$ cat src/rtl/uart_rx_frame_ctrl.sv
`default_nettype none
// ============================================================================
// Module   : uart_rx_frame_ctrl
// Brief    : Turns the 8N1 receiver byte stream (SOF, LEN, payload, XOR
//            checksum) into checked frames held until the consumer acks.
//            Macro FRAME_TIMEOUT_EN enables the inter-byte timeout.
// Revision : 1.0  initial release
// ============================================================================
module uart_rx_frame_ctrl #(
    parameter logic [7:0] SOF_BYTE       = 8'hA5,
    parameter int         MAX_LEN        = 16,
    parameter int         ADDR_W         = 4,
    parameter int         TIMEOUT_CYCLES = 208340
) (
    input  logic              clk,
    input  logic              rst,
    input  logic              ctrl_en,
    input  logic [7:0]        rx_data,
    input  logic              rx_done,
    input  logic              rx_busy,
    output logic              rx_en,
    output logic              frame_valid,
    output logic [7:0]        frame_len,
    input  logic              frame_ack,
    input  logic [ADDR_W-1:0] rd_addr,
    output logic [7:0]        rd_data,
    output logic              err_len,
    output logic              err_chk,
    output logic              err_timeout
);

    localparam logic [2:0] c_ST_IDLE    = 3'd0;
    localparam logic [2:0] c_ST_LEN     = 3'd1;
    localparam logic [2:0] c_ST_PAYLOAD = 3'd2;
    localparam logic [2:0] c_ST_CHK     = 3'd3;
    localparam logic [2:0] c_ST_HOLD    = 3'd4;

    localparam int              c_aw1       = ADDR_W + 1;
    localparam int              c_depth     = 1 << ADDR_W;
    localparam logic [7:0]      c_max_len8  = 8'(MAX_LEN);
    localparam logic [ADDR_W:0] c_max_addr  = c_aw1'(MAX_LEN);

    logic [2:0] r_state;
    logic       r_done_prev;
    logic       r_rx_en;
    logic       r_frame_valid;
    logic [7:0] r_frame_len;
    logic [7:0] r_len;
    logic [7:0] r_chk;
    logic [7:0] r_idx;
    logic       r_err_len;
    logic       r_err_chk;
    logic [7:0] r_buf [0:c_depth-1];

    logic w_byte;
    logic w_active;
    logic w_expire;
    logic w_pay_wr;
    logic w_unused;

    // One byte per rising edge of the rx_done level
    assign w_byte   = rx_done && !r_done_prev;
    assign w_active = (r_state == c_ST_LEN) || (r_state == c_ST_PAYLOAD) ||
                      (r_state == c_ST_CHK);
    assign w_pay_wr = (r_state == c_ST_PAYLOAD) && ctrl_en && w_byte;
    assign w_unused = rx_busy;

`ifdef FRAME_TIMEOUT_EN
    localparam int                c_to_w    = $clog2(TIMEOUT_CYCLES + 1);
    localparam logic [c_to_w-1:0] c_to_last = c_to_w'(TIMEOUT_CYCLES - 1);

    logic [c_to_w-1:0] r_to_cnt;
    logic              r_err_timeout;

    // A byte edge in the expiry cycle takes precedence over the timeout
    assign w_expire = w_active && ctrl_en && !w_byte && (r_to_cnt == c_to_last);

    always_ff @(posedge clk) begin
        if (rst) begin
            r_to_cnt      <= '0;
            r_err_timeout <= 1'b0;
        end else begin
            r_err_timeout <= w_expire;
            if (!w_active || !ctrl_en || w_byte || w_expire) begin
                r_to_cnt <= '0;
            end else begin
                r_to_cnt <= r_to_cnt + c_to_w'(1);
            end
        end
    end

    assign err_timeout = r_err_timeout;
`else
    logic w_unused_timeout;

    assign w_expire         = 1'b0;
    assign err_timeout      = 1'b0;
    assign w_unused_timeout = w_active ^ (TIMEOUT_CYCLES > 0);
`endif

    always_ff @(posedge clk) begin
        if (rst) begin
            r_state       <= c_ST_IDLE;
            r_done_prev   <= 1'b1;
            r_rx_en       <= 1'b0;
            r_frame_valid <= 1'b0;
            r_frame_len   <= 8'h00;
            r_len         <= 8'h00;
            r_chk         <= 8'h00;
            r_idx         <= 8'h00;
            r_err_len     <= 1'b0;
            r_err_chk     <= 1'b0;
        end else begin
            r_done_prev <= rx_done;
            r_rx_en     <= ctrl_en && (r_state != c_ST_HOLD);
            r_err_len   <= 1'b0;
            r_err_chk   <= 1'b0;

            case (r_state)
                c_ST_IDLE: begin
                    if (ctrl_en && w_byte && (rx_data == SOF_BYTE)) begin
                        r_state <= c_ST_LEN;
                    end
                end

                c_ST_LEN: begin
                    if (!ctrl_en) begin
                        r_state <= c_ST_IDLE;
                    end else if (w_byte) begin
                        if ((rx_data == 8'h00) || (rx_data > c_max_len8)) begin
                            r_err_len <= 1'b1;
                            r_state   <= c_ST_IDLE;
                        end else begin
                            r_len   <= rx_data;
                            r_chk   <= rx_data;
                            r_idx   <= 8'h00;
                            r_state <= c_ST_PAYLOAD;
                        end
                    end else if (w_expire) begin
                        r_state <= c_ST_IDLE;
                    end
                end

                c_ST_PAYLOAD: begin
                    if (!ctrl_en) begin
                        r_state <= c_ST_IDLE;
                    end else if (w_byte) begin
                        r_chk <= r_chk ^ rx_data;
                        r_idx <= r_idx + 8'd1;
                        if ((r_idx + 8'd1) == r_len) begin
                            r_state <= c_ST_CHK;
                        end
                    end else if (w_expire) begin
                        r_state <= c_ST_IDLE;
                    end
                end

                c_ST_CHK: begin
                    if (!ctrl_en) begin
                        r_state <= c_ST_IDLE;
                    end else if (w_byte) begin
                        if (rx_data == r_chk) begin
                            r_frame_valid <= 1'b1;
                            r_frame_len   <= r_len;
                            r_state       <= c_ST_HOLD;
                        end else begin
                            r_err_chk <= 1'b1;
                            r_state   <= c_ST_IDLE;
                        end
                    end else if (w_expire) begin
                        r_state <= c_ST_IDLE;
                    end
                end

                c_ST_HOLD: begin
                    // Bytes arriving here, even alongside the ack, are dropped
                    if (frame_ack) begin
                        r_frame_valid <= 1'b0;
                        r_state       <= c_ST_IDLE;
                    end
                end

                default: begin
                    r_state <= c_ST_IDLE;
                end
            endcase
        end
    end

    always_ff @(posedge clk) begin
        if (w_pay_wr) begin
            r_buf[r_idx[ADDR_W-1:0]] <= rx_data;
        end
    end

    assign rd_data     = ({1'b0, rd_addr} >= c_max_addr) ? 8'h00 : r_buf[rd_addr];
    assign rx_en       = r_rx_en;
    assign frame_valid = r_frame_valid;
    assign frame_len   = r_frame_len;
    assign err_len     = r_err_len;
    assign err_chk     = r_err_chk;

endmodule

`default_nettype wire

$ cat config.mk
export PLATFORM = sky130hd
export DESIGN_NAME = uart_rx_frame_ctrl
export DESIGN_NICKNAME = d
export VERILOG_FILES = /design/src/rtl/uart_rx_frame_ctrl.sv
export SDC_FILE = /design/constraint.sdc
export NUM_CORES = 1
export LEC_CHECK = 0
export BUFFER_PORTS_ARGS = -buffer_cell sky130_fd_sc_hd__clkbuf_2
export CORE_MARGIN = 1.5
export CORE_UTILIZATION = 45
export CTS_CLUSTER_SIZE = 16
export DETAILED_ROUTE_END_ITERATION = 10
export GPL_TIMING_DRIVEN = 0
export SETUP_SLACK_MARGIN = 0.15
export SYNTH_ARGS = -nofsm -noshare
export SYNTH_HDL_FRONTEND = slang
export SYNTH_SLANG_ARGS = --single-unit
export TNS_END_PERCENT = 10
$ cat constraint.sdc
create_clock -name clk -period 2.15 [get_ports clk]
set_input_delay 0.3225 -clock clk [delete_from_list [all_inputs] [get_ports clk]]
set_output_delay 0.3225 -clock clk [all_outputs]
set_load 0.01 [all_outputs]
Word level (Yosys, flattened, before mapping). Memories as Yosys holds them, arrays and structs flattened. Cells that the tools add are included. Widths: inputs -> output; s select.

Register bits after elaboration: 40. Bits in writable memories: 128. Bits of input ports: 18. Output and inout bits: 21. Memories kept: 1.

Memory list: r_buf (depth 16, bits a word 8, rd ports 1, clocked after Yosys merged registers in 0, wr ports 1, RTL line 53) `logic [7:0] r_buf [0:c_depth-1];`.

Add/sub/neg operators: 1. $lt $le $gt $ge: 1. Eq/ne operators: 22. Mux-type cells: 33. Bitwise gates (word level): 6. Reduce and logical (&&, ||, !) cells: 19.

Operator list (number): $mux 8 (10); $pmux 8 s2 (2); $mux 3 (10); $ne 2x2->1 const B (9); $eq 8x8->1 (2); $pmux 3 s5 (1); $ne 3x3->1 const B (4); $reduce_and 6->1 (2); $add 8x1->8 const B (1); $eq 8x8->1 const B (1); $gt 8x5->1 const B (1); $logic_not 8->1 (1); $mux 1 (8); $reduce_and 4->1 (2); $reduce_or 4->1 (2); $xor 8x8->8 (1); $eq 3x2->1 const B (2); $logic_and 1x1->1 (6); $not 1->1 (5); $reduce_and 5->1 (1); $reduce_bool 2->1 (2); $eq 3x1->1 const B (1); $eq 3x3->1 const B (1); $logic_not 3->1 (1); other kinds (6) (6).

Depth between registers and ports, before layout. Gate-level depths: netlist of the first run.

Depth after elaboration: 6. Mapped depth: 8. Gate-level depth less buffers: 6.

Worst setup path before layout of the first run. No wires, ideal clock.

Path type: in2out. Start point: in rd_addr[0]. End point: out rd_data[0]. Data arrival time: 1.688 ns. Required time: 1.827 ns. Slack: 0.139 ns. Stages on the path: 4. Buffers on the path: 2. Cell sequence: buf_2 > buf_4 > mux4_2 > mux4_2.

Longest elaborated chain between the ends: 1.

Ends and longest elaborated chain: start: declaration (RTL line 25) `input logic [ADDR_W-1:0] rd_addr,`; $mem_v2 16x8; end: declaration (RTL line 26) `output logic [7:0] rd_data,`.

No other way between the ends.

Worst setup path in the final report of the first run.
Start point: mem r_buf[15][0]. End point: out rd_data[0].

Longest elaborated chain between the ends: 1.

Ends and longest elaborated chain (RTL line): start: declaration (53); $mem_v2 16x8.

No other way between the ends.

==> results of run 1 <==
[synth_stat cells (9+ instances only)]
library cell    n  area [um2]
buf_4           9        67.6
mux4_2         40         901
xnor2_1        17         149
nand2b_1        9        56.3
mux2i_1        13         130
a21oi_1         9        45.0
o21ai_0        18        90.1
nor2_1         33         124
dfxtp_1        40         801
and2_1         13        81.3
edfxtp_1      128        3840
nand3_1        17        85.1
[metrics by stage]
stage | setup TNS, ps | setup WS, ps | cell area (um2) | instances
after detailed placement | -23200 | -321 | 7600 | 697
after CTS | -1000 | -152 | 8270 | 731
after global routing | -1220 | -180 | 8320 | 731
after floorplan | 0 | 161 | 7170 | 453
after global placement | -22600 | -314 | 7600 | 697
final | -749 | -126 | 8320 | 731
[placed cells by master (no fill, tap or decap), types with 3 or more instances in the layout]
master       n
edfxtp_1   128
mux4_2      40
dfxtp_1     38
clkbuf_2    36
nor2_1      33
clkbuf_16   20
nand3_1     17
xnor2_1     17
o21ai_0     17
and2_4      13
mux2i_1     13
buf_4        9
nand2b_1     9
a21oi_1      9
clkbuf_1     8
nand2_1      8
a221o_1      8
buf_2        7
inv_1        5
nor3_1       5
nand4_1      5
buf_6        4
and3_4       4
a31oi_1      4
a311oi_1     4
ha_1         4
clkinv_2     4
nor2b_1      3
and3b_1      3
clkbuf_8     3
xor2_1       3
[sequential cells by signal, indices dropped and copies added, names as in the netlist, 3 cells and up]
register   cells
frame_len      8
r_buf        128
r_chk          8
r_idx          8
r_len          8
r_state        3
[cell type report]
| type | instances | area, um2 |
|---|---|---|
| clock buffer | 26 | 547 |
| multi-input combinational | 249 | 2360 |
| clock inverter | 6 | 56.3 |
| timing repair buffer | 35 | 180 |
| inverter | 5 | 18.8 |
| tap | 211 | 264 |
| buffer | 31 | 239 |
| fill | 1271 | 7050 |
| sequential | 168 | 4650 |
[cell families (layout without fill, tap and decap cells)]
family | after synthesis | in the layout | synth area share, %
muxes | 53 | 53 | 14.4
AOI/OAI and AO/OA | 51 | 51 | 4.77
adders and majority gates | 4 | 4 | 0.699
DFF | 168 | 168 | 64.9
other | 1 | 1 | 0.0524
buffers and inverters | 36 | 103 | 3.09
xor gates and xnor gates | 20 | 20 | 2.45
and+or+nand+nor | 120 | 120 | 9.65
[routing by layer]
layer / vias to the layer above / part of all wire [%]
met1: 2056 / 44
met2: 84 / 51
li1: 1874 / -
met5: - / 0
met3: 18 / 3.7
met4: 0 / 1.6
[worst paths after layout]
check	to	slack, ps	from
worst max-delay path	rd_data[0]	-130	r_buf[15][0]
worst max register to register	r_buf[6][4]	260	r_state[2]
worst min-delay path	r_done_prev	130	rx_done
worst min register to register	frame_len[5]	500	frame_len[5]
[report_power, final]
group	leakage, nW	internal [mW]	switching (mW)	total [mW]
sequential	1.47	3.49	0.000906	3.49
combinational	1.02	0.125	0.171	0.296
clock	0.309	1.87	1.16	3.03
[what timing repair did]
item                                   CTS  global route
pin swaps                                1             0
setup buffers                            2             0
setup endpoints to repair              129           112
resized for setup                       28            20
endpoints found under the hold margin    0             0
==> results_dict.tcl, run 1 <==
set metrics [dict create \
    ys.flop_type "edfxtp_1" \
    drv_slew 0 \
    clockBufferDepth 2 \
    use_met2_pct 32.0 \
    cts_root_buf "clkbuf_16" \
    cpLargestDelayFamily "multiplexers" \
    synthArstFlopShare_pct 0 \
    n_antenna_cell 0 \
    grtUsageTotal_pct 19.3 \
    drive_above_1_share_pct 30.4 \
    clk_pin_slew_ps 60 \
    num_rows 45 \
    critPathArrivalTime_ps 1950 \
    pin_count 39 \
    nets 529 \
    worstSetupEndpointType "output port" \
    io_buffers 33 \
    chipHeight_um 129 \
    drt_wl_total_mm 14.8 \
    grt_max_degree 23 \
    peakVddDrop_mv 0.608 \
    start_util_pct 46.6 \
    min_path_type "input pin to register" \
    synth_cell_types 52 \
    numCtsBuffers 17 \
    fin_worst_hold_slack_ps 130 \
    layout_min_cycle_time_ps 2280 \
    vias 4032 \
    grt_setup_unrepaired "yes" \
    finalHoldViolations 0 \
    grt_use_met1_pct 25.2 \
    fp.dieW_um 129 \
    hold_buffers 0 \
    p_leak_nw 2.80 \
    synth_nets 475 \
    area_delta_synth_final_pct 16.3 \
    insertion_delay_ps 420 \
    status "finished, violations left" \
    clkSinkCount 168 \
    antenna_left 0 \
    fin_skew_ps 9.67 \
    max_freq_mhz 439 \
    grt_pass1_wl_mm 23.3 \
    syn_avg_cell_area_um2 15.8 \
    dr.pass1.iters 4 \
    synth_edf_count 128 \
    synthCells 453 \
    yosysSeqAreaShare_pct 64.9 \
    overflow 0 \
    yosysWarnings 0 \
    worstRegToRegCells 7 \
    path_cells "mux4_2, mux4_2, clkbuf_2" \
    drc 0 \
    core_mm2 0.0154 \
    drt_iter0_markers 307 \
    gp_congestion 0.787 \
    crit_type "register to output port" \
    cap_violations 0 \
    floorplan.die_area_mm2 0.0167 \
    grtUsageMet3_pct 4.54 \
    power_mw 6.82 \
    routedWlPerCell_um 20.2 \
    powerDensity_mw_per_mm2 819 \
    h-tree-depth 4 \
    worstPathRequired_ps 1830 \
    busiest_layer "met2" \
    synth_seq_cells 168 \
    violations "negative setup slack" \
    finalSetupViolations 8 \
    path_buf_inv 1 \
    cp_slowest_cell "mux4_2" \
    timing.critical_path.from_type "register" \
    crit_fanout 1 \
    post-dp-hpwl_mm 9.78 \
    critPathMaxStageDelay_ps 530 \
    antenna_found_initial 0 \
    critical_path_depth 3 \
    min_path_cells 2 \
    final_core_util_pct 54.1 \
    grt_pass1_vias 4156 \
    synth_area_mm2 0.00716 \
    fin_crit_sh_pct 106 \
    worst-slew-pin-transition_ps 658 \
    viasPerCell 5.52 \
    fin_ws_ps -126 \
    cts_tree "built" \
    maxSlewHeadroom_pct 56.2 \
    crit_top_cell "mux4_2" \
]
Power figures use the tool's default switching activity.
==> run 2, diff against run 1 <==
--- a/config.mk
+++ b/config.mk
@@ -10,7 +10,7 @@
 export CORE_UTILIZATION = 45
 export CTS_CLUSTER_SIZE = 16
 export DETAILED_ROUTE_END_ITERATION = 10
-export GPL_TIMING_DRIVEN = 0
+export MAX_ROUTING_LAYER = met4
 export SETUP_SLACK_MARGIN = 0.15
 export SYNTH_ARGS = -nofsm -noshare
 export SYNTH_HDL_FRONTEND = slang
==> run 2 against run 1 <==
The flow still finishes with violations (negative setup slack). Die area unchanged. Maximum frequency is 0.56% lower. Sequential power barely moved. Combinational power is 2% higher. Final area increased by 0.42%. Critical path depth unchanged. Total power shrank 0.63%. Clock-buffer cell count down 3. Global-route usage grew 1.0 points. Largest power group unchanged.
==> results_dict.tcl, run 2 (same netlist as run 1, synthesis figures left out) <==
set metrics [dict create \
    crit_fanout 1 \
    cpLargestDelayFamily "multiplexers" \
    crit_type "register to output port" \
    drv_slew 0 \
    drc 0 \
    fin_ws_ps -139 \
    timing.critical_path.from_type "register" \
    drive_above_1_share_pct 30.5 \
    chipHeight_um 129 \
    mostFrequentLayoutCells "128 x edfxtp_1, 40 x mux4_2, 39 x dfxtp_1" \
    path_buf_inv 1 \
    grt_max_degree 26 \
    postCtsSetupBuffers 0 \
    overflow 0 \
    post-dp-hpwl_mm 10.0 \
    grt_pass1_vias 4117 \
    start_util_pct 46.6 \
    largest_register_ffs 128 \
    power_mw 6.77 \
    floorplan.die_area_mm2 0.0167 \
    dr.pass1.iters 5 \
    clk_pin_slew_ps 70 \
    pin_count 39 \
    path_cells "mux4_2, mux4_2, clkbuf_2" \
    ctsResizeCount 0 \
    viasPerCell 5.54 \
    mostFrequentLayoutCell "edfxtp_1" \
    fin_crit_sh_pct 106 \
    gp_congestion 0.763 \
    insertion_delay_ps 430 \
    min_path_cells 2 \
    finalHoldViolations 0 \
    clockBufferDepth 2 \
    cts_tree "built" \
    cap_violations 0 \
    grtUsageTotal_pct 20.4 \
    fin_worst_hold_slack_ps 130 \
    area_delta_synth_final_pct 16.7 \
    vias 4110 \
    nets 540 \
    critPathMaxStageDelay_ps 530 \
    p_leak_nw 2.87 \
    fp.dieW_um 129 \
    antenna_found_initial 0 \
    clkSinkCount 168 \
    grt_pass1_wl_mm 23.7 \
    violations "negative setup slack" \
    antenna_left 0 \
    min_path_type "input pin to register" \
    n_antenna_cell 0 \
    cts_root_buf "clkbuf_16" \
    max_freq_mhz 437 \
    critPathArrivalTime_ps 1970 \
    critical_path_depth 3 \
    hold_buffers 0 \
    num_rows 45 \
    powerDensity_mw_per_mm2 811 \
    h-tree-depth 4 \
    routedWlPerCell_um 20.5 \
    crit_top_cell "mux4_2" \
    numCtsBuffers 17 \
    grt_setup_unrepaired "yes" \
    drt_iter0_markers 427 \
    worstSetupEndpointType "output port" \
    fin_skew_ps 9.74 \
    layout_min_cycle_time_ps 2290 \
    status "finished, violations left" \
    peakVddDrop_mv 0.537 \
    worstRegToRegCells 6 \
    worstPathRequired_ps 1830 \
    io_buffers 36 \
    finalSetupViolations 8 \
    cp_slowest_cell "mux4_2" \
    drt_wl_total_mm 15.2 \
    core_mm2 0.0154 \
]
run 2: report_power, final:
part / internal (mW) / total, mW / switching, mW
sequential: 3.49 / 3.49 / 0.000947
clock: 1.77 / 2.98 / 1.21
combinational: 0.140 / 0.302 / 0.162
total: 5.40 / 6.77 / 1.37
run 2: routing by layer:
metal  up-vias  global-route usage [%]  routed length (um)
met4         0                    6.48                 212
met5         -                       -                   0
met2       122                    32.8                7620
li1       1901                       -                   -
met1      2072                    25.9                6590
met3        15                    4.42                 821
run 2: final timing paths:
| check | to | from | slack [ps] |
|---|---|---|---|
| min reg2reg | frame_len[1] | frame_len[1] | 490 |
| max reg2reg | r_state[0] | r_idx[1] | 300 |
| max | rd_data[3] | r_buf[15][3] | -140 |
| min | r_done_prev | rx_done | 130 |
run 2: layout make-up:
type                    instances  area, um2
clock inverters                 9       90.1
inverters                       5       18.8
flip-flops and latches        168       4650
clock buffers                  23        503
well taps                     211        264
repair buffers                 77        538
multi-input cells             249       2300
fillers                      1239       7010
run 2: stage by stage:
| stage | setup WS, ps | cells | area (um2) | utilization (%) | TNS, ps |
|---|---|---|---|---|---|
| after floorplan | 161 | 453 | 7170 | - | 0 |
| after global placement | -34.9 | 710 | 7760 | 50.5 | -186 |
| after detailed placement | -41.4 | 710 | 7760 | 50.5 | -189 |
| after CTS | -147 | 742 | 8360 | 54.4 | -852 |
| after global routing | -169 | 742 | 8360 | 54.4 | -1070 |
| final | -139 | 742 | 8360 | 54.4 | -655 |
